## src/rtl/csp_split_router.sv

```systemverilog
// csp_split_router: clocked 1-to-2 demultiplexer for a 4-phase bundled-data
// channel. A token arriving on the input channel is latched and forwarded on
// out0 or out1 depending on the destination bit travelling with it. Both the
// input-side and output-side handshakes run through the full 4-phase cycle.
module csp_split_router #(
  parameter int width       = 1,
  parameter int SYNC_STAGES = 2
) (
  input  logic             clk,
  input  logic             reset,
  input  logic             in_req,
  input  logic [width-1:0] in_data,
  input  logic             in_dest,
  output logic             in_ack,
  output logic             out0_req,
  output logic [width-1:0] out0_data,
  input  logic             out0_ack,
  output logic             out1_req,
  output logic [width-1:0] out1_data,
  input  logic             out1_ack,
  output logic             busy,
  output logic [7:0]       cnt0,
  output logic [7:0]       cnt1
);

  typedef enum logic [1:0] {
    IDLE      = 2'd0,
    FWD       = 2'd1,
    WAIT_REL  = 2'd2,
    WAIT_DONE = 2'd3
  } state_t;

  state_t state, state_next;

  logic [SYNC_STAGES-1:0] req_sync, ack0_sync, ack1_sync;
  logic                   s_req, s_ack0, s_ack1, s_ack_sel;

  logic                   sel, sel_next;
  logic                   in_ack_next;
  logic                   out0_req_next, out1_req_next;
  logic [width-1:0]       out0_data_next, out1_data_next;
  logic [7:0]             cnt0_next, cnt1_next;

  // Multi-flop synchronizers bring the asynchronous req/ack wires into the
  // clk domain; data and dest are bundled and stable before req, so they are
  // sampled directly.
  always_ff @(posedge clk or negedge reset) begin
    if (!reset) begin
      req_sync  <= '0;
      ack0_sync <= '0;
      ack1_sync <= '0;
    end else begin
      req_sync  <= {req_sync[SYNC_STAGES-2:0], in_req};
      ack0_sync <= {ack0_sync[SYNC_STAGES-2:0], out0_ack};
      ack1_sync <= {ack1_sync[SYNC_STAGES-2:0], out1_ack};
    end
  end

  assign s_req     = req_sync[SYNC_STAGES-1];
  assign s_ack0    = ack0_sync[SYNC_STAGES-1];
  assign s_ack1    = ack1_sync[SYNC_STAGES-1];
  // Only the ack of the channel carrying the current token is observed.
  assign s_ack_sel = sel ? s_ack1 : s_ack0;

  assign busy = (state != IDLE);

  // State and all handshake outputs are registered here; reset clears
  // everything immediately so the peers see a quiet channel.
  always_ff @(posedge clk or negedge reset) begin
    if (!reset) begin
      state     <= IDLE;
      sel       <= 1'b0;
      in_ack    <= 1'b0;
      out0_req  <= 1'b0;
      out1_req  <= 1'b0;
      out0_data <= '0;
      out1_data <= '0;
      cnt0      <= 8'd0;
      cnt1      <= 8'd0;
    end else begin
      state     <= state_next;
      sel       <= sel_next;
      in_ack    <= in_ack_next;
      out0_req  <= out0_req_next;
      out1_req  <= out1_req_next;
      out0_data <= out0_data_next;
      out1_data <= out1_data_next;
      cnt0      <= cnt0_next;
      cnt1      <= cnt1_next;
    end
  end

  // Next-state and next-output logic: each state waits for one synchronized
  // handshake phase, then advances exactly one phase on the other side. The
  // non-selected output channel is never written.
  always_comb begin
    state_next     = state;
    sel_next       = sel;
    in_ack_next    = in_ack;
    out0_req_next  = out0_req;
    out1_req_next  = out1_req;
    out0_data_next = out0_data;
    out1_data_next = out1_data;
    cnt0_next      = cnt0;
    cnt1_next      = cnt1;

    case (state)
      IDLE: begin
        if (s_req) begin
          sel_next = in_dest;
          if (in_dest) begin
            out1_data_next = in_data;
            out1_req_next  = 1'b1;
          end else begin
            out0_data_next = in_data;
            out0_req_next  = 1'b1;
          end
          state_next = FWD;
        end
      end

      FWD: begin
        if (s_ack_sel) begin
          in_ack_next = 1'b1;
          state_next  = WAIT_REL;
        end
      end

      WAIT_REL: begin
        if (!s_req) begin
          if (sel) begin
            out1_req_next = 1'b0;
          end else begin
            out0_req_next = 1'b0;
          end
          state_next = WAIT_DONE;
        end
      end

      WAIT_DONE: begin
        if (!s_ack_sel) begin
          in_ack_next = 1'b0;
          if (sel) begin
            cnt1_next = cnt1 + 8'd1;
          end else begin
            cnt0_next = cnt0 + 8'd1;
          end
          state_next = IDLE;
        end
      end

      default: begin
        state_next = IDLE;
      end
    endcase
  end

endmodule

```

## config.mk

```make
export PLATFORM = sky130hd
export DESIGN_NAME = csp_split_router
export DESIGN_NICKNAME = d
export VERILOG_FILES = /design/src/rtl/csp_split_router.sv
export SDC_FILE = /design/constraint.sdc
export NUM_CORES = 1
export LEC_CHECK = 0
export ABC_AREA = 0
export CAP_MARGIN = 20
export CORE_AREA = 4 4 55 57
export CTS_BUF_LIST = sky130_fd_sc_hd__clkbuf_4 sky130_fd_sc_hd__clkbuf_8 sky130_fd_sc_hd__clkbuf_16
export DETAILED_ROUTE_END_ITERATION = 8
export DIE_AREA = 0 0 59 61
export PLACE_DENSITY = 0.81
export SLEW_MARGIN = 20
export SYNTH_ARGS = -nofsm -noshare
export SYNTH_HDL_FRONTEND = slang
export SYNTH_SLANG_ARGS = --single-unit
```

## constraint.sdc

```tcl
create_clock -name clk -period 3.4 [get_ports clk]
set_input_delay 0.51 -clock clk [delete_from_list [all_inputs] [get_ports clk]]
set_output_delay 0.51 -clock clk [all_outputs]
set_load 0.05 [all_outputs]
```

==> metrics.md, run 1 <==
| Metric | Value |
|---|---|
| Wire per inst | 14.0 um |
| Remaining DRCs | 0 |
| Mapped Cells | 102 |
| Hold Slack | 356 ps |
| Crit Path Class | reg -> out |
| Worst-path cell chain | inv_1, ha_1, inv_1, clkdlybuf4s50_1 |
| Synth top area share | 57.0% |
| Ys async rst share | 100% |
| Row count | 18 |
| FILL cells | 183 |
| Final Hold Fails | 0 |
| Data required time of the worst path | 2890 ps |
| Outcome | completed |
| Startpoint Class | flop |
| Final Skew | 4.64 ps |
| Reg area | 751 um^2 |
| Core area | 2480 um^2 |
| Post-synth top cells | dfrtp_1 (30), xnor2_1 (11), ha_1 (8) |
| Area delta synth->final | 29.0% |
| Yosys reg bits | 30 |
| H-Tree Depth | 2 |
| Die height | 61 um |
| Drt pass-1 iters | 4 |
| Synth warnings | 0 |
| Crit-path max cell delay | 790 ps |
| Post-CTS Hold Buffers | 0 |
| Comb power frac | 49.7% |
| Final WL | 2350 um |
| Register area share after synthesis | 57.0% |
| Cell Area, Synth | 1320 um^2 |
| Mean post-synth cell area | 12.9 um^2 |
| Initial core utilization | 53.1% |
| Crit path buf inv count | 3 |
| Max Buffers Root-to-Sink | 2 |
| Routability cong. | 0.825 |
| ANT nets after route | 0 |
| CTS Buf Count | 5 |
| Root Buffer | clkbuf_4 |
| Most common cell on crit path | inv_1 |
| Count leader, synth | dfrtp_1 |
| Peak Freq | 0.401 GHz |
| Final setup violation count | 0 |
| Worst setup EP type | primary output |
| Total number of vias | 874 |
| Sw frac | 44.8% |
| Hold wc startpoint | ack1_sync[0] |
| Clk slew on worst S/H paths | 90 ps |
| Share of post-route cells with drive strength above 1 | 8.70% |
| Slew @ Worst Pin | 518 ps |
| Pwr dens | 911 nW/um^2 |
| Main synth FF type | dfrtp_1 |
| Postcts setup bufs | 0 |
| Antenna diodes | 0 |
| Pins Over Slew Limit | 0 |
| Die ar. | 3600 um^2 |
| Minimum clock period | 2490 ps |
| CP max FO | 6 |
| CP delay by family, top | buffers and inverters |
| Via-per-instance ratio | 5.20 |
| Vias in the first global route | 905 |
| DP Wirelength | 1720 um |
| Die span in x | 59 um |
| LEAKAGE | 0.764 nW |
| Max capacitance violation total | 0 |
| Top post-synthesis cells by area | dfrtp_1 (57%), ha_1 (7.6%), xnor2_1 (7.3%) |
| First-pass GRT wire length | 4040 um |
| Multi-input gate area | 547 um^2 |
| Setup tns final | 0 ps |
| 1st-iter DRT viols | 15 |
| Clock Latency Late Sink | 320 ps |
| Synth area leader | dfrtp_1 |
| Initial antenna violation count | 0 |
| Total track usage | 15.5% |
| RSZ-0062 raised after global routing | no |
| Distinct cells, synth | 25 |
| IO Count | 29 |
| CP max stage cell | clkdlybuf4s50_1 |
| Sequential power share | 35.8% |
| Launch point of the worst path | state[1] |
| Part of the power in the clock network | 14.5% |
| Post-synth EDFFs | 0 |
| Hold Crit Class | reg -> reg |
| R2R Path Start | state[1] |
| GRT overflow | 0 |
| Syn Nets | 117 |
| Slew HR | 65.3% |
| Final period utilization | 73.3% |
| Crit path arrival time | 1980 ps |
| Design Power | 1.55 mW |
| Clock tree from TritonCTS | yes |
| Worst vdd ir | 0.686 mV |
| CTS resizes | 0 |
| Largest net degree at the start of global routing | 31 |
| CTS sink count | 30 |
| Nets | 152 |
| Psw | 0.693 mW |
| Port Buffers | 28 |
| Pint | 0.854 mW |
cell type report:
cell class                      instances  share of cell area, %
Tap cell                               30                   2.21
Clock buffer                            7                   3.46
Timing Repair Buffer                   29                   16.9
Multi-Input combinational cell         68                   32.2
Clock inverter                          1                  0.295
Inverter                                3                  0.663
Sequential cell                        30                   44.2
cell usage in the layout, fill, tap and decap left out, types with 2 or more instances in the layout:
| cell | n |
|---|---|
| mux2i_1 | 3 |
| mux2_1 | 5 |
| clkdlybuf4s50_1 | 28 |
| dfrtp_1 | 30 |
| inv_1 | 3 |
| nand3_1 | 7 |
| nor2_1 | 2 |
| and3_1 | 2 |
| and4_1 | 2 |
| o21ai_1 | 2 |
| mux2_4 | 2 |
| ha_1 | 8 |
| nand2_1 | 7 |
| nand2b_1 | 2 |
| nand4_1 | 4 |
| clkbuf_4 | 6 |
| xnor2_1 | 11 |
| xor2_1 | 3 |
metrics by stage:
stage               utilization, %  cells  worst slack (ps)  area, um^2
detailed placement            66.0    160              1260        1630
global placement              66.0    160              1330        1630
CTS                           68.5    168               889        1700
finish                        68.5    168               908        1700
global route                  68.5    168               779        1700
floorplan                        -    102              1840        1320
registers in the layout, indices dropped and copies added, names as in the netlist:
register,count
sel,1
cnt1,8
req_sync,2
out0_data,1
cnt0,8
ack1_sync,2
out0_req,1
state,2
ack0_sync,2
out1_data,1
in_ack,1
out1_req,1
logic make-up after synthesis:
group,Yosys count,share of synthesized area [%]
AOI/OAI and AO/OA,8,3.80
DFF,30,57.0
muxes,10,8.84
xor gates and xnor gates,14,9.32
buffers and inverters,4,1.43
and+or+nand+nor,28,12.0
adders and majority gates,8,7.60
layer usage:
layer  wire length (um)  vias to the layer above  part of all wire (%)  GRT usage (%)
met4                 46                        0                   2.0           8.09
li1                   -                      426                     -              -
met1               1070                      420                    45           18.5
met3                121                        6                   5.2           4.68
met2               1120                       22                    47           25.2
met5                  0                        -                     0              0
path summary, 6_finish.rpt:
| path | depth (start not counted) | slack [ps] | to |
|---|---|---|---|
| setup / recovery | 4 | 910 | busy |
| hold / removal | 0 | 360 | ack1_sync[1] |
| setup reg to reg | 5 | 1650 | cnt0[5] |
| hold reg to reg | 0 | 360 | ack1_sync[1] |
| max in group asynchronous | 2 | 2550 | cnt1[6] |
| min in group asynchronous | 2 | 570 | req_sync[1] |
worst register-to-register path: cells and delay by family, from the launching register on:
family | cells | cell delay (ps)
and+or+nand+nor | 3 | 830
adders and majority gates | 1 | 250
DFF | 1 | 440
xor gates and xnor gates | 1 | 130
power by group through the flow:
| stage | registers, mW | logic (mW) | clock network [mW] |
|---|---|---|---|
| after floorplan | 0.791 | 0.295 | 0 |
| after global placement | 0.552 | 0.753 | 0 |
| after detailed placement | 0.562 | 0.770 | 0 |
| after CTS | 0.557 | 0.775 | 0.233 |
| after global routing | 0.573 | 0.827 | 0.247 |
| final | 0.554 | 0.769 | 0.224 |
No activity file was read; power rests on OpenSTA's default activity.
==> inputs of run 2 (changes only) <==
CORE_AREA = 4 4 57 59   (was 4 4 55 57)
DIE_AREA = 0 0 61 63   (was 0 0 59 61)
PLACE_DENSITY = 0.76   (was 0.81)
clock period = 2.55 ns   (was 3.4 ns; I/O delays follow)
==> metrics.md, run 2 (synthesis results as in run 1) <==
| Metric | Value |
|---|---|
| Crit Path Class | reg -> out |
| Worst setup EP type | primary output |
| GRT overflow | 0 |
| IO Count | 29 |
| PnR worst setup slack | 218 ps |
| Comb power frac | 50.5% |
| Worst vdd ir | 0.812 mV |
| CTS resizes | 0 |
| Slew @ Worst Pin | 519 ps |
| Largest net degree at the start of global routing | 31 |
| CTS Buf Count | 5 |
| Wire per inst | 14.3 um |
| DP Wirelength | 1770 um |
| RSZ-0062 raised after global routing | no |
| Final Hold Fails | 0 |
| Pint | 1.12 mW |
| Row count | 19 |
| Root Buffer | clkbuf_4 |
| Top Registers | cnt0 x8, cnt1 x8 |
| Total number of vias | 867 |
| Slew HR | 65.3% |
| Placed Instance Area | 1640 um^2 |
| Total track usage | 15.0% |
| Max Buffers Root-to-Sink | 2 |
| Clock tree from TritonCTS | yes |
| Sequential power share | 36.4% |
| 1st-iter DRT viols | 43 |
| CP delay by family, top | buffers and inverters |
| Remaining DRCs | 0 |
| ANT nets after route | 0 |
| Reg2Reg Setup Slack | 810 ps |
| Postcts setup bufs | 0 |
| Dpl ws | 540 ps |
| Most common cell after layout, fill and taps aside | dfrtp_1 |
| R2R cell count | 5 |
| Startpoint Class | flop |
| Part of the power in the clock network | 13.1% |
| Critical Path Stages | 4 |
| Crit-path max cell delay | 790 ps |
| Worst setup path endpoint | busy |
| H-Tree Depth | 2 |
| CP max stage cell | clkdlybuf4s50_1 |
| Data required time of the worst path | 2170 ps |
| Antenna diodes | 0 |
| Final WL | 2380 um |
| Crit path buf inv count | 3 |
| R2R Path Start | state[1] |
| First-pass GRT wire length | 4260 um |
| Final instance area | 1690 um^2 |
| Clock Latency Late Sink | 310 ps |
| FILL cells | 215 |
| Launch point of the worst path | state[1] |
| Core area | 2710 um^2 |
| Crit path arrival time | 1950 ps |
| Peak Freq | 0.429 GHz |
| Clk slew on worst S/H paths | 90 ps |
| Commonest cells after routing, fill and taps aside | dfrtp_1 (30), clkdlybuf4s50_1 (28), xnor2_1 (11), ha_1 (8) |
| Port Buffers | 28 |
| Die ar. | 3840 um^2 |
| CTS sink count | 30 |
| Nets | 152 |
| Area delta synth->final | 28.1% |
| Die span in x | 61 um |
| Final setup violation count | 0 |
| Psw | 0.911 mW |
| Pwr dens | 1200 nW/um^2 |
| CP max FO | 6 |
| Initial antenna violation count | 0 |
| Worst-path cell chain | inv_1, ha_1, inv_1, clkdlybuf4s50_1 |
| Pins Over Slew Limit | 0 |
| Hold Crit Class | reg -> reg |
| Share of post-route cells with drive strength above 1 | 7.35% |
| Drt pass-1 iters | 3 |
| Die height | 63 um |
| Setup tns final | 0 ps |
| Final Skew | 11.5 ps |
| Outcome | completed |
| Minimum clock period | 2330 ps |
| LEAKAGE | 0.756 nW |
| Post-CTS Hold Buffers | 0 |
| FF-to-FF End | cnt0[5] |
| Final period utilization | 91.5% |
| Sw frac | 44.9% |
| Vias in the first global route | 910 |
| Via-per-instance ratio | 5.19 |
| Max capacitance violation total | 0 |
| Most common cell on crit path | inv_1 |
| Routability cong. | 0.818 |
| Initial core utilization | 48.6% |
-- run 2: cell count changes in the layout (fill, tap and decap cells not counted), sizes merged --
cell / delta
clkinv: -1
clkbuf: -1
-- run 2: per-stage QoR --
stage	power (mW)	instances	hold slack, ps	utilization [%]
floorplan	1.45	102	86.9	-
global placement	1.74	161	331	60.3
detailed placement	1.78	161	336	60.3
CTS	2.06	167	356	62.2
global route	2.18	167	366	62.2
finish	2.03	167	354	62.2
-- run 2: power groups by stage --
stage	clock (mW)	combinational, mW	sequential (mW)
detailed placement	0	1.03	0.750
CTS	0.278	1.04	0.741
global route	0.302	1.11	0.764
floorplan	0	0.393	1.05
global placement	0	1.01	0.738
finish	0.265	1.03	0.739
-- run 2: layout make-up --
| type | count | area [um^2] | area share (%) |
|---|---|---|---|
| flip-flops and latches | 30 | 751 | 44.5 |
| multi-input cells | 68 | 547 | 32.4 |
| repair buffers | 29 | 288 | 17.1 |
| clock buffers | 6 | 51.3 | 3.04 |
| well taps | 31 | 38.8 | 2.30 |
| inverters | 3 | 11.3 | 0.668 |
-- run 2: how the worst min path moves through the flow --
stage                      start      endpoint  slack [ps]  cells after the start
floorplan                  reset  ack0_sync[0]          90                      0
global placement    ack1_sync[0]  ack1_sync[1]         330                      0
detailed placement   req_sync[0]   req_sync[1]         340                      0
CTS                  req_sync[0]   req_sync[1]         360                      0
global route        ack1_sync[0]  ack1_sync[1]         370                      0
finish               req_sync[0]   req_sync[1]         350                      0
-- run 2: routing by layer --
| metal | track usage [%] | share of wire (%) |
|---|---|---|
| met2 | 22.2 | 50 |
| met5 | 0 | 0 |
| met4 | 5.69 | 1.4 |
| met1 | 19.2 | 43 |
| met3 | 6.61 | 5.2 |
==> inputs of run 3 (changes only) <==
CORE_AREA = 4 4 60 62   (was 4 4 57 59)
DIE_AREA = 0 0 64 66   (was 0 0 61 63)
PLACE_DENSITY = 0.72   (was 0.76)
clock period = 2.05 ns   (was 2.55 ns; I/O delays follow)
==> metrics.md, run 3 (synthesis results as in run 1) <==
| Metric | Value |
|---|---|
| Outcome | completed |
| Clock Latency Late Sink | 330 ps |
| Crit path arrival time | 1610 ps |
| Via-per-instance ratio | 4.71 |
| CTS resizes | 0 |
| Top Registers | cnt0 x8, cnt1 x8 |
| Die ar. | 4220 um^2 |
| Post-CTS Hold Buffers | 0 |
| Routability cong. | 0.748 |
| 1st-iter DRT viols | 16 |
| FILL cells | 262 |
| CP max FO | 6 |
| Crit path buf inv count | 1 |
| Remaining DRCs | 0 |
| Setup tns final | 0 ps |
| Placed Instance Area | 1660 um^2 |
| Data required time of the worst path | 1740 ps |
| Area delta synth->final | 30.7% |
| DP Wirelength | 1680 um |
| RSZ-0062 raised after global routing | no |
| Antenna diodes | 0 |
| Initial antenna violation count | 0 |
| LEAKAGE | 0.770 nW |
| Clock tree from TritonCTS | yes |
| Final Hold Fails | 0 |
| Final setup violation count | 0 |
| CP max stage cell | clkdlybuf4s50_1 |
| Slew HR | 65.8% |
| Final Skew | 4.65 ps |
| First-pass GRT wire length | 3960 um |
| Final period utilization | 93.4% |
| Core area | 3030 um^2 |
| Finished Core Util | 56.8% |
| Root Buffer | clkbuf_4 |
| Peak Freq | 0.522 GHz |
| Pwr dens | 1490 nW/um^2 |
| Most common cell after layout, fill and taps aside | dfrtp_1 |
| H-Tree Depth | 2 |
| Vias in the first global route | 875 |
| Wire per inst | 12.6 um |
| Total track usage | 12.7% |
| Drt pass-1 iters | 4 |
| Hold Crit Class | in -> async |
| Launch point of the worst path | cnt1[0] |
| Final instance area | 1720 um^2 |
| Minimum clock period | 1910 ps |
| Nets | 153 |
| Final WL | 2300 um |
| Crit Path Class | reg -> out |
| Design Power | 2.57 mW |
| IO Count | 29 |
| Worst setup EP type | primary output |
| Pins Over Slew Limit | 0 |
| Worst vdd ir | 1.01 mV |
| Max capacitance violation total | 0 |
| GRT overflow | 0 |
| CTS Buf Count | 5 |
| ANT nets after route | 0 |
| Total number of vias | 862 |
| R2R Path Start | state[1] |
| Postcts setup bufs | 0 |
| Row count | 20 |
| Crit-path max cell delay | 840 ps |
| Slew @ Worst Pin | 511 ps |
| CP delay by family, top | buffers and inverters |
| Largest net degree at the start of global routing | 31 |
| Port Buffers | 28 |
| Startpoint Class | flop |
| Initial core utilization | 43.5% |
| Worst-path cell chain | clkdlybuf4s50_1 |
| Hold Slack | 353 ps |
| Clk slew on worst S/H paths | 90 ps |
| Commonest cells after routing, fill and taps aside | dfrtp_1 (30), clkdlybuf4s50_1 (27), xnor2_1 (11), ha_1 (8) |
| CTS sink count | 30 |
| Share of post-route cells with drive strength above 1 | 10.1% |
| Max Buffers Root-to-Sink | 2 |
| Die span in x | 64 um |
| Die height | 66 um |
run 3: cell count changes in the layout (fill, tap and decap cells not counted), sizes merged:
cell,previous run,this run
buf,1,3
clkinv,0,1
clkdlybuf4s50,28,27
clkbuf,6,7
run 3: metal layers:
metal | vias to the layer above | global-route usage (%) | wire length (um)
li1 | 428 | - | -
met1 | 413 | 14.4 | 988
met2 | 15 | 19.5 | 1130
met3 | 6 | 5.95 | 117
met4 | 0 | 7.28 | 57
met5 | - | 0 | 0
run 3: worst paths after layout:
path	cells after the start	endpoint	slack (ps)
worst max-delay path	1	cnt1[0]	140
worst min-delay path	2	sel	350
max in group asynchronous	2	cnt1[3]	1430
worst max register to register	5	cnt1[6]	470
worst min register to register	0	ack1_sync[1]	350
min in group clk	0	ack1_sync[1]	350
run 3: area by class of cell:
type	instances	area, um^2	area share (%)
clock buffer	7	58.8	3.42
inverter	3	11.3	0.655
sequential	30	751	43.6
multi-input combinational	68	547	31.8
clock inverter	1	5.00	0.291
tap	44	55.1	3.20
timing repair buffer	30	293	17.0
run 3: power breakdown:
part           switching, mW  internal [mW]  total (mW)
clock                  0.195          0.179       0.374
combinational          0.795          0.487        1.28
sequential             0.163          0.751       0.914
total                   1.15           1.42        2.57
run 3: metrics by stage:
stage	setup slack [ps]	cells
floorplan	489	102
global placement	502	175
finish	135	183
detailed placement	482	175
CTS	122	183
global route	70.4	183
==> variant (settings of run 2) <==
Encoding of `state_t`: now one-hot (4 bits for 4 states).
--- a/src/rtl/csp_split_router.sv
+++ b/src/rtl/csp_split_router.sv
@@ -23,11 +23,11 @@
   output logic [7:0]       cnt1
 );
 
-  typedef enum logic [1:0] {
-    IDLE      = 2'd0,
-    FWD       = 2'd1,
-    WAIT_REL  = 2'd2,
-    WAIT_DONE = 2'd3
+  typedef enum logic [3:0] {
+    IDLE      = 4'b0001,
+    FWD       = 4'b0010,
+    WAIT_REL  = 4'b0100,
+    WAIT_DONE = 4'b1000
   } state_t;
 
   state_t state, state_next;
Function: same outputs for any inputs over 10 cycles, from zero or initial values and one cycle with reset low; not proved beyond that.
==> variant against run 2 <==
Sequential share of layout area fell by 0.49 points; core utilization rose by 5.0 points; worst setup slack worse by 42 ps; cell area grew 8.0%; routed wire length is 13% higher; sequential cell count grew 2; area after synthesis up 8.3%; register-to-register slack worse by 190 ps; critical path type unchanged.
Power is not compared: it rests on default switching activity, and its combinational part moved more than twofold at a synthesized area within 25%.
==> variant: results (changes against run 2) <==
met3 Use GR 5.37% (-1.2 points); Final Skew 11.2 ps (-0.292 ps); DP Worst Slack 507 ps (-32.5 ps); Final GP Congestion 0.730 (-11%); routed len/inst 14.8 µm (+3.9%); Hold Crit Endpoint ack0_sync[1]$_DFF_PN0_; routed wl met3 189 µm (+54%); Critical Path Max Stage Delay 710 ps (-80 ps); GRT Util Overall 16.5% (+1.4 points); dpl cell area 1730 µm² (+5.6%); largest cells by area after synthesis dfrtp_1 (54%), xnor2_1 (7.4%), mux2_2 (3.2%), nand3_1 (2.1%), nor4b_2 (2.1%); Post-synth top cells dfrtp_1 (31), xnor2_1 (12), inv_1 (6), nand3_1 (6); Worst Tran Pin Value 796 ps (+277 ps); met2 WL 1310 µm (+10%); wl on met1 1160 µm (+12%); Worst-Skew Late Latency 330 ps (+20 ps); FF-to-FF End cnt0[1]$_DFFE_PN0P_; placed insts 174 (+8.1%); asr flop ratio synth 100% (unchanged); number of distinct library cells after synthesis 36 (+44%); synthesized net count 127 (+8.5%); Vias per Instance 5.65 (+8.8%); total of fill cells in the finished design 233 (+8.4%); Detail Placement HPWL 1980 µm (+12%); FF-to-FF Start state[2]$_DFFE_PN0P_; design area 1820 µm² (+8.0%); sequential area share after synthesis 56.3% (-0.76 points); M1 GR Usage 19.2% (+0.076 points); Final nets 159 (+4.6%); largest registers cnt0 (8), cnt1 (8), state (4); fin cells 182 (+9.0%); hold_sp ack0_sync[0]$_DFF_PN0_; first-pass GRT wire length 4730 µm (+11%); R2R cell count 3 (-2); worst-path fanout max 10 (+4); DR pass1 iterations 4 (+1); Syn Inst Count 118 (+16%); status finished clean; number of global-route vias before repair 1057 (+16%); final hold slack 360 ps (+6.16 ps); layout cells sized above 1 11.9% (+4.6 points); hold path depth 0 (unchanged); reg-to-reg slack, setup 620 ps (-190 ps); antenna cells 0 (unchanged); Syn. warnings 0 (unchanged); crit path DAT 1990 ps (+40 ps)
-- variant: cell types whose count changed after synthesis, sizes merged, moves of 3 or more --
| cell | run 2 | this run |
|---|---|---|
| nor3 | 0 | 4 |
| a31oi | 0 | 4 |
| nand2 | 7 | 2 |
| mux2i | 3 | 0 |
| ha | 8 | 2 |
| inv | 3 | 6 |
| a21oi | 1 | 4 |
| buf | 1 | 4 |
| or4b | 0 | 3 |
-- variant: cells by family (layout without fill, tap and decap cells) --
family	Yosys count	after routing	synth area share (%)
muxes	5	5	3.95
adders and majority gates	2	2	1.76
buffers and inverters	11	44	3.86
DFF	32	32	56.3
and+or+nand+nor	38	38	18.7
xor gates and xnor gates	14	14	8.60
AOI/OAI and AO/OA	16	16	6.85
-- variant: power breakdown --
group	internal [mW]	total (mW)	switching, mW
combinational	0.199	0.495	0.296
clock	0.260	0.431	0.171
sequential	0.580	0.680	0.0997
-- variant: worst max path at each step --
stage,startpoint,endpoint,slack (ps),cells past startpoint
after floorplan,state[0]$_DFFE_PN1P_,cnt1[7]$_DFFE_PN0P_,790,4
after global placement,state[0]$_DFFE_PN1P_,busy,540,3
after detailed placement,state[0]$_DFFE_PN1P_,busy,510,3
after CTS,state[0]$_DFFE_PN1P_,busy,140,3
after global routing,state[0]$_DFFE_PN1P_,busy,30,3
final,state[0]$_DFFE_PN1P_,busy,180,3
-- variant: final cells by class --
| cell class | instances | share of cell area [%] |
|---|---|---|
| Clock inverter | 1 | 1.65 |
| Sequential cell | 32 | 44.0 |
| Inverter | 6 | 1.24 |
| Timing Repair Buffer | 30 | 16.2 |
| Tap cell | 31 | 2.13 |
| Multi-Input combinational cell | 75 | 31.2 |
| Clock buffer | 7 | 3.57 |
